File: config.mk
export PLATFORM = sky130hd
export DESIGN_NAME = osd_cmd_sequencer
export DESIGN_NICKNAME = d
export VERILOG_FILES = /design/src/rtl/osd_cmd_sequencer.sv
export SDC_FILE = /design/constraint.sdc
export NUM_CORES = 1
export LEC_CHECK = 0
export ABC_AREA = 1
export ABC_CLOCK_PERIOD_IN_PS = 2100
export CAP_MARGIN = 15
export CORE_ASPECT_RATIO = 0.6
export CORE_MARGIN = 2
export CORE_UTILIZATION = 50
export CTS_BUF_LIST = sky130_fd_sc_hd__clkbuf_8
export DETAILED_ROUTE_END_ITERATION = 12
export PLACE_DENSITY_LB_ADDON = 0.12
export SLEW_MARGIN = 20
export SYNTH_ARGS = -nofsm -noshare
export SYNTH_HDL_FRONTEND = slang
export SYNTH_SLANG_ARGS = --single-unit
File: constraint.sdc
create_clock -name clk_sys -period 2.1 [get_ports clk_sys]
set_input_delay 0.42 -clock clk_sys [delete_from_list [all_inputs] [get_ports clk_sys]]
set_output_delay 0.42 -clock clk_sys [all_outputs]
set_load 0.03 [all_outputs]
File: src/rtl/osd_cmd_sequencer.sv
// osd_cmd_sequencer
//   Upstream feeder for the OSD overlay block. Accepts 16-bit command/data
//   words from the host command FIFO over a valid/ready stream and
//   serialises each packet onto the OSD framed strobe bus. io_osd frames the
//   whole packet. io_strobe pulses once per word. io_din is held stable from
//   the setup phase until the next accepted word.
//
// Ports
//   clk_sys    in   1   system clock, rising edge
//   reset_n    in   1   asynchronous active-low reset
//   s_valid    in   1   host word valid
//   s_ready    out  1   word accepted on this edge when s_valid is also high
//   s_data     in  16   host word (first word carries the command in [7:0])
//   s_last     in   1   final word of the packet
//   io_osd     out  1   OSD transaction frame
//   io_strobe  out  1   per-word strobe, OSD samples on its rising edge
//   io_din     out 16   word presented to the OSD
//   busy       out  1   sequencer is not idle
//   done       out  1   one-cycle pulse on normal packet completion
//   timeout    out  1   one-cycle pulse when a stalled packet is aborted
module osd_cmd_sequencer #(
  parameter int SETUP_CYC   = 1,
  parameter int STB_HI_CYC  = 2,
  parameter int STB_LO_CYC  = 2,
  parameter int GAP_CYC     = 2,
  parameter int TIMEOUT_CYC = 1024
) (
  input  logic        clk_sys,
  input  logic        reset_n,
  input  logic        s_valid,
  output logic        s_ready,
  input  logic [15:0] s_data,
  input  logic        s_last,
  output logic        io_osd,
  output logic        io_strobe,
  output logic [15:0] io_din,
  output logic        busy,
  output logic        done,
  output logic        timeout
);

  localparam int MAX_A   = (SETUP_CYC  > STB_HI_CYC) ? SETUP_CYC  : STB_HI_CYC;
  localparam int MAX_B   = (STB_LO_CYC > GAP_CYC)    ? STB_LO_CYC : GAP_CYC;
  localparam int MAX_AB  = (MAX_A > MAX_B) ? MAX_A : MAX_B;
  localparam int CNT_MAX = (MAX_AB > TIMEOUT_CYC) ? MAX_AB : TIMEOUT_CYC;
  localparam int CNT_W   = $clog2(CNT_MAX);

  localparam logic [CNT_W-1:0] SETUP_END = CNT_W'(SETUP_CYC - 1);
  localparam logic [CNT_W-1:0] HI_END    = CNT_W'(STB_HI_CYC - 1);
  localparam logic [CNT_W-1:0] LO_END    = CNT_W'(STB_LO_CYC - 1);
  localparam logic [CNT_W-1:0] GAP_END   = CNT_W'(GAP_CYC - 1);
  localparam logic [CNT_W-1:0] TO_END    = CNT_W'(TIMEOUT_CYC - 1);

  localparam logic [2:0] S_IDLE   = 3'd0;
  localparam logic [2:0] S_SETUP  = 3'd1;
  localparam logic [2:0] S_STB_HI = 3'd2;
  localparam logic [2:0] S_STB_LO = 3'd3;
  localparam logic [2:0] S_WAIT   = 3'd4;
  localparam logic [2:0] S_GAP    = 3'd5;

  logic [2:0]       state;
  logic [2:0]       state_nxt;
  logic [CNT_W-1:0] cnt;
  logic             last_q;
  logic             accept;

  // s_ready is the registered decode of IDLE/WAIT, so the handshake only
  // ever completes in those two states.
  assign accept = s_valid && s_ready;

  always_comb begin
    state_nxt = state;
    case (state)
      S_IDLE:   if (accept) state_nxt = S_SETUP;
      S_SETUP:  if (cnt == SETUP_END) state_nxt = S_STB_HI;
      S_STB_HI: if (cnt == HI_END) state_nxt = S_STB_LO;
      S_STB_LO: if (cnt == LO_END) state_nxt = last_q ? S_GAP : S_WAIT;
      // An accept on the same edge as the timeout takes priority.
      S_WAIT: begin
        if (accept)              state_nxt = S_SETUP;
        else if (cnt == TO_END)  state_nxt = S_GAP;
      end
      S_GAP:    if (cnt == GAP_END) state_nxt = S_IDLE;
      default:  state_nxt = S_IDLE;
    endcase
  end

  // Every output is registered from the next-state decode so that it
  // changes on the same edge as the state it belongs to.
  always_ff @(posedge clk_sys or negedge reset_n) begin
    if (!reset_n) begin
      state     <= S_IDLE;
      cnt       <= '0;
      last_q    <= 1'b0;
      s_ready   <= 1'b0;
      io_osd    <= 1'b0;
      io_strobe <= 1'b0;
      io_din    <= 16'h0000;
      busy      <= 1'b0;
      done      <= 1'b0;
      timeout   <= 1'b0;
    end else begin
      state     <= state_nxt;
      // The counter reloads on every state entry and idles at zero.
      cnt       <= ((state_nxt != state) || (state_nxt == S_IDLE)) ? '0 : cnt + 1'b1;
      s_ready   <= (state_nxt == S_IDLE) || (state_nxt == S_WAIT);
      busy      <= (state_nxt != S_IDLE);
      io_osd    <= state_nxt inside {S_SETUP, S_STB_HI, S_STB_LO, S_WAIT};
      io_strobe <= (state_nxt == S_STB_HI);
      done      <= (state == S_STB_LO) && (state_nxt == S_GAP);
      timeout   <= (state == S_WAIT) && (state_nxt == S_GAP);
      if (accept) begin
        io_din <= s_data;
        last_q <= s_last;
      end
    end
  end

endmodule

==> flow_metrics.py <==
metrics = {
    "floorplanning": {
        "die_w_um": 78.79,
        "die_area_um2": 3850,
        "initial_core_util": 0.5206,
        "rows": 16,
        "die_h_um": 48.87,
        "core_um2": 3223,
        "io_pins": 42,
    },
    "synthesis": {
        "synthXorXnorAreaFrac": 0.04176,
        "synth_fa_ha_area_frac": 0.02237,
        "synth_nets": 221,
        "yosys.cell_count.top_type": "nand2_1",
        "synth_common_cells": "73 x nand2_1, 36 x dfrtp_1, 26 x nor2_1, 17 x inv_1, 7 x nand3_1",
        "async_flop_share": 1.000,
        "yosys_warnings": 0,
        "avgSynthCellArea_um2": 8.474,
        "netlist_top_cells_area": "dfrtp_1 54%, nand2_1 16%, nor2_1 5.8%, inv_1 3.8%, xor2_1 2.6%",
        "netlist_area_um2": 1678,
        "ys.flop_type": "dfrtp_1",
        "synth_edf_count": 0,
        "synth-seq-cells": 36,
        "synth-compound-area-share": 0.03132,
        "synth_cell_type_count": 25,
        "yosys.area_share.simple": 0.3177,
        "synth_top_family_by_area": "simple AND/OR/NAND/NOR gates",
        "synth.area.mux_share": 0,
        "syn_inst": 198,
        "yosysTopAreaCell": "dfrtp_1",
        "synth_top_area_frac": 0.5369,
        "synth.yosys.seq_area_share": 0.5369,
    },
    "clock_network": {
        "cts_made_buffers": 5,
        "post_cts.repair.setup_buffers": 0,
        "clock-sinks": 36,
        "htree_num_levels": 2,
        "hold_buffers": 0,
        "cts_resized": 0,
        "tritoncts": "built",
        "path_clk_slew_ns": 0.07,
        "clock-root-buffer": "clkbuf_8",
        "clock_latency_ns": 0.28,
        "cts.path.max_buffers": 2,
    },
    "timing": {
        "finClkSkew_ns": 0.004295,
        "hold_viol": 0,
        "fin_setup_tns_ns": 0,
        "finalSetupViolations": 0,
        "timing.final.crit_share": 0.8508,
        "rsz0062_at_grt": "no",
        "fin_crit_ns": 1.787,
        "worst_slew_pin_slew_ns": 0.4307,
        "maxSlewHeadroom": 0.7129,
        "finalMaxSlewViolations": 0,
        "setup_ws_ns": 0.3133,
        "max_freq_ghz": 0.5597,
    },
    "final_layout": {
        "fin_nets": 269,
        "regArea_um2": 900.9,
        "fillers": 270,
        "design_area_um2": 2245,
        "area_growth_pct": 33.78,
        "antenna_cells": 0,
        "multi_input_area_um2": 693.2,
        "fin_cells": 292,
        "drive_above_1_share": 0.1012,
        "finish.utilization": 0.6964,
    },
    "global_route": {
        "grt_pass1_vias": 1264,
        "grt_pass1_wl_um": 5789,
        "grt_max_degree": 37,
        "grt_usage": 0.1962,
        "grt-ovfl-total": 0,
        "antenna_found_initial": 0,
    },
    "critical_path": {
        "critical_path_class": "reg -> reg",
        "path_max_fanout": 10,
        "required_ns": 2.27,
        "crit_arrival_ns": 1.96,
        "start_kind": "flop",
        "cp-end-kind": "flop",
    },
    "placement": {
        "io_buffers": 41,
        "pre_cts_ws_ns": 0.2296,
        "postPlaceCellArea_um2": 2155,
        "place_inst": 284,
        "gp_congestion": 0.9097,
        "place_hpwl_um": 2417,
    },
    "route": {
        "finalWirelength_um": 3211,
        "wl_per_cell_um": 11.00,
        "drc": 0,
        "ant_nets": 0,
        "dr_total_vias": 1347,
        "viasPerCell": 4.613,
        "drtPass1Iterations": 4,
        "drt_iter0_drc": 125,
    },
    "run": {
        "cap_violations": 0,
    },
    "pwr": {
        "leakage_uw": 0.001144,
        "ir_worst_vdd_v": 0.0006717,
        "pwr_density_cell_nw_per_um2": 1432,
    },
    "hold_path": {
        "hold_class": "reg -> reg",
    },
    "outcome": {
        "status": "completed",
    },
}
## area by class of cell
class | instances | share of cell area
tap | 45 | 0.02508
clock buffer | 6 | 0.03679
inverter | 19 | 0.03177
timing repair buffer | 44 | 0.1929
sequential | 36 | 0.4013
multi-input combinational | 140 | 0.3088
clock inverter | 2 | 0.003344
## cell families (layout without fill, tap and decap cells)
kind of cell | after synthesis | after routing
xor gates and xnor gates | 8 | 8
adders and majority gates | 3 | 3
DFF | 36 | 36
and+or+nand+nor | 122 | 122
AOI/OAI and AO/OA | 7 | 7
buffers and inverters | 22 | 71
## registers in the layout, indices dropped and copies added (netlist names)
| signal | count |
|---|---|
| busy | 1 |
| cnt | 10 |
| done | 1 |
| io_din | 16 |
| io_osd | 1 |
| io_strobe | 1 |
| last_q | 1 |
| s_ready | 1 |
| state | 3 |
| timeout | 1 |
## where the power goes
group	switching (uW)	internal, uW	leakage [uW]
Clock	221	257	0.0000538
Combinational	1030	627	0.000627
Sequential	146	931	0.000463
## layer usage
layer | global-route usage | vias up | share of wire
met1 | 0.2983 | 596 | 0.55
met5 | 0 | - | 0
met2 | 0.2593 | 46 | 0.36
li1 | - | 697 | -
met3 | 0.06852 | 8 | 0.074
met4 | 0.06140 | 0 | 0.014
## worst max-delay path, stage by stage, from the launching register on
cell	delay, ns
dfrtp_1	0.38
inv_1	0.10
ha_1	0.15
nand2_1	0.12
o21bai_2	0.21
inv_1	0.08
nor2_2	0.24
nand3_2	0.17
nand3_4	0.17
nor2_1	0.06
## cells in the final DEF (no fill, tap or decap), drive strengths merged
cell	n
nand2	76
clkdlybuf4s50	41
dfrtp	36
nor2	31
inv	21
nand3	11
clkbuf	6
xor2	5
xnor2	3
ha	3
buf	3
o21ai	3
o21bai	3
nand4	2
nor3	1
a21boi	1
and3	1
## worst paths after layout
kind / depth (start not counted) / to / start / slack [ns]
setup / recovery: 9 / cnt[6] / cnt[1] / 0.31
hold / removal: 2 / io_din[6] / io_din[6] / 0.48
setup reg to reg: 9 / cnt[6] / cnt[1] / 0.31
hold reg to reg: 2 / io_din[6] / io_din[6] / 0.48
max in group asynchronous: 2 / state[2] / reset_n / 1.25
min in group asynchronous: 2 / io_din[14] / reset_n / 0.54
## stage by stage
| step | hold WS, ns | power [uW] |
|---|---|---|
| 3_3_place_gp | 0.4616 | 2742 |
| 5_1_grt | 0.4983 | 3449 |
| 2_1_floorplan | 0.1244 | 2148 |
| 4_1_cts | 0.4835 | 3239 |
| 3_5_place_dp | 0.4660 | 2748 |
| 6_report | 0.4815 | 3215 |
(Power assumes the default switching activity.)
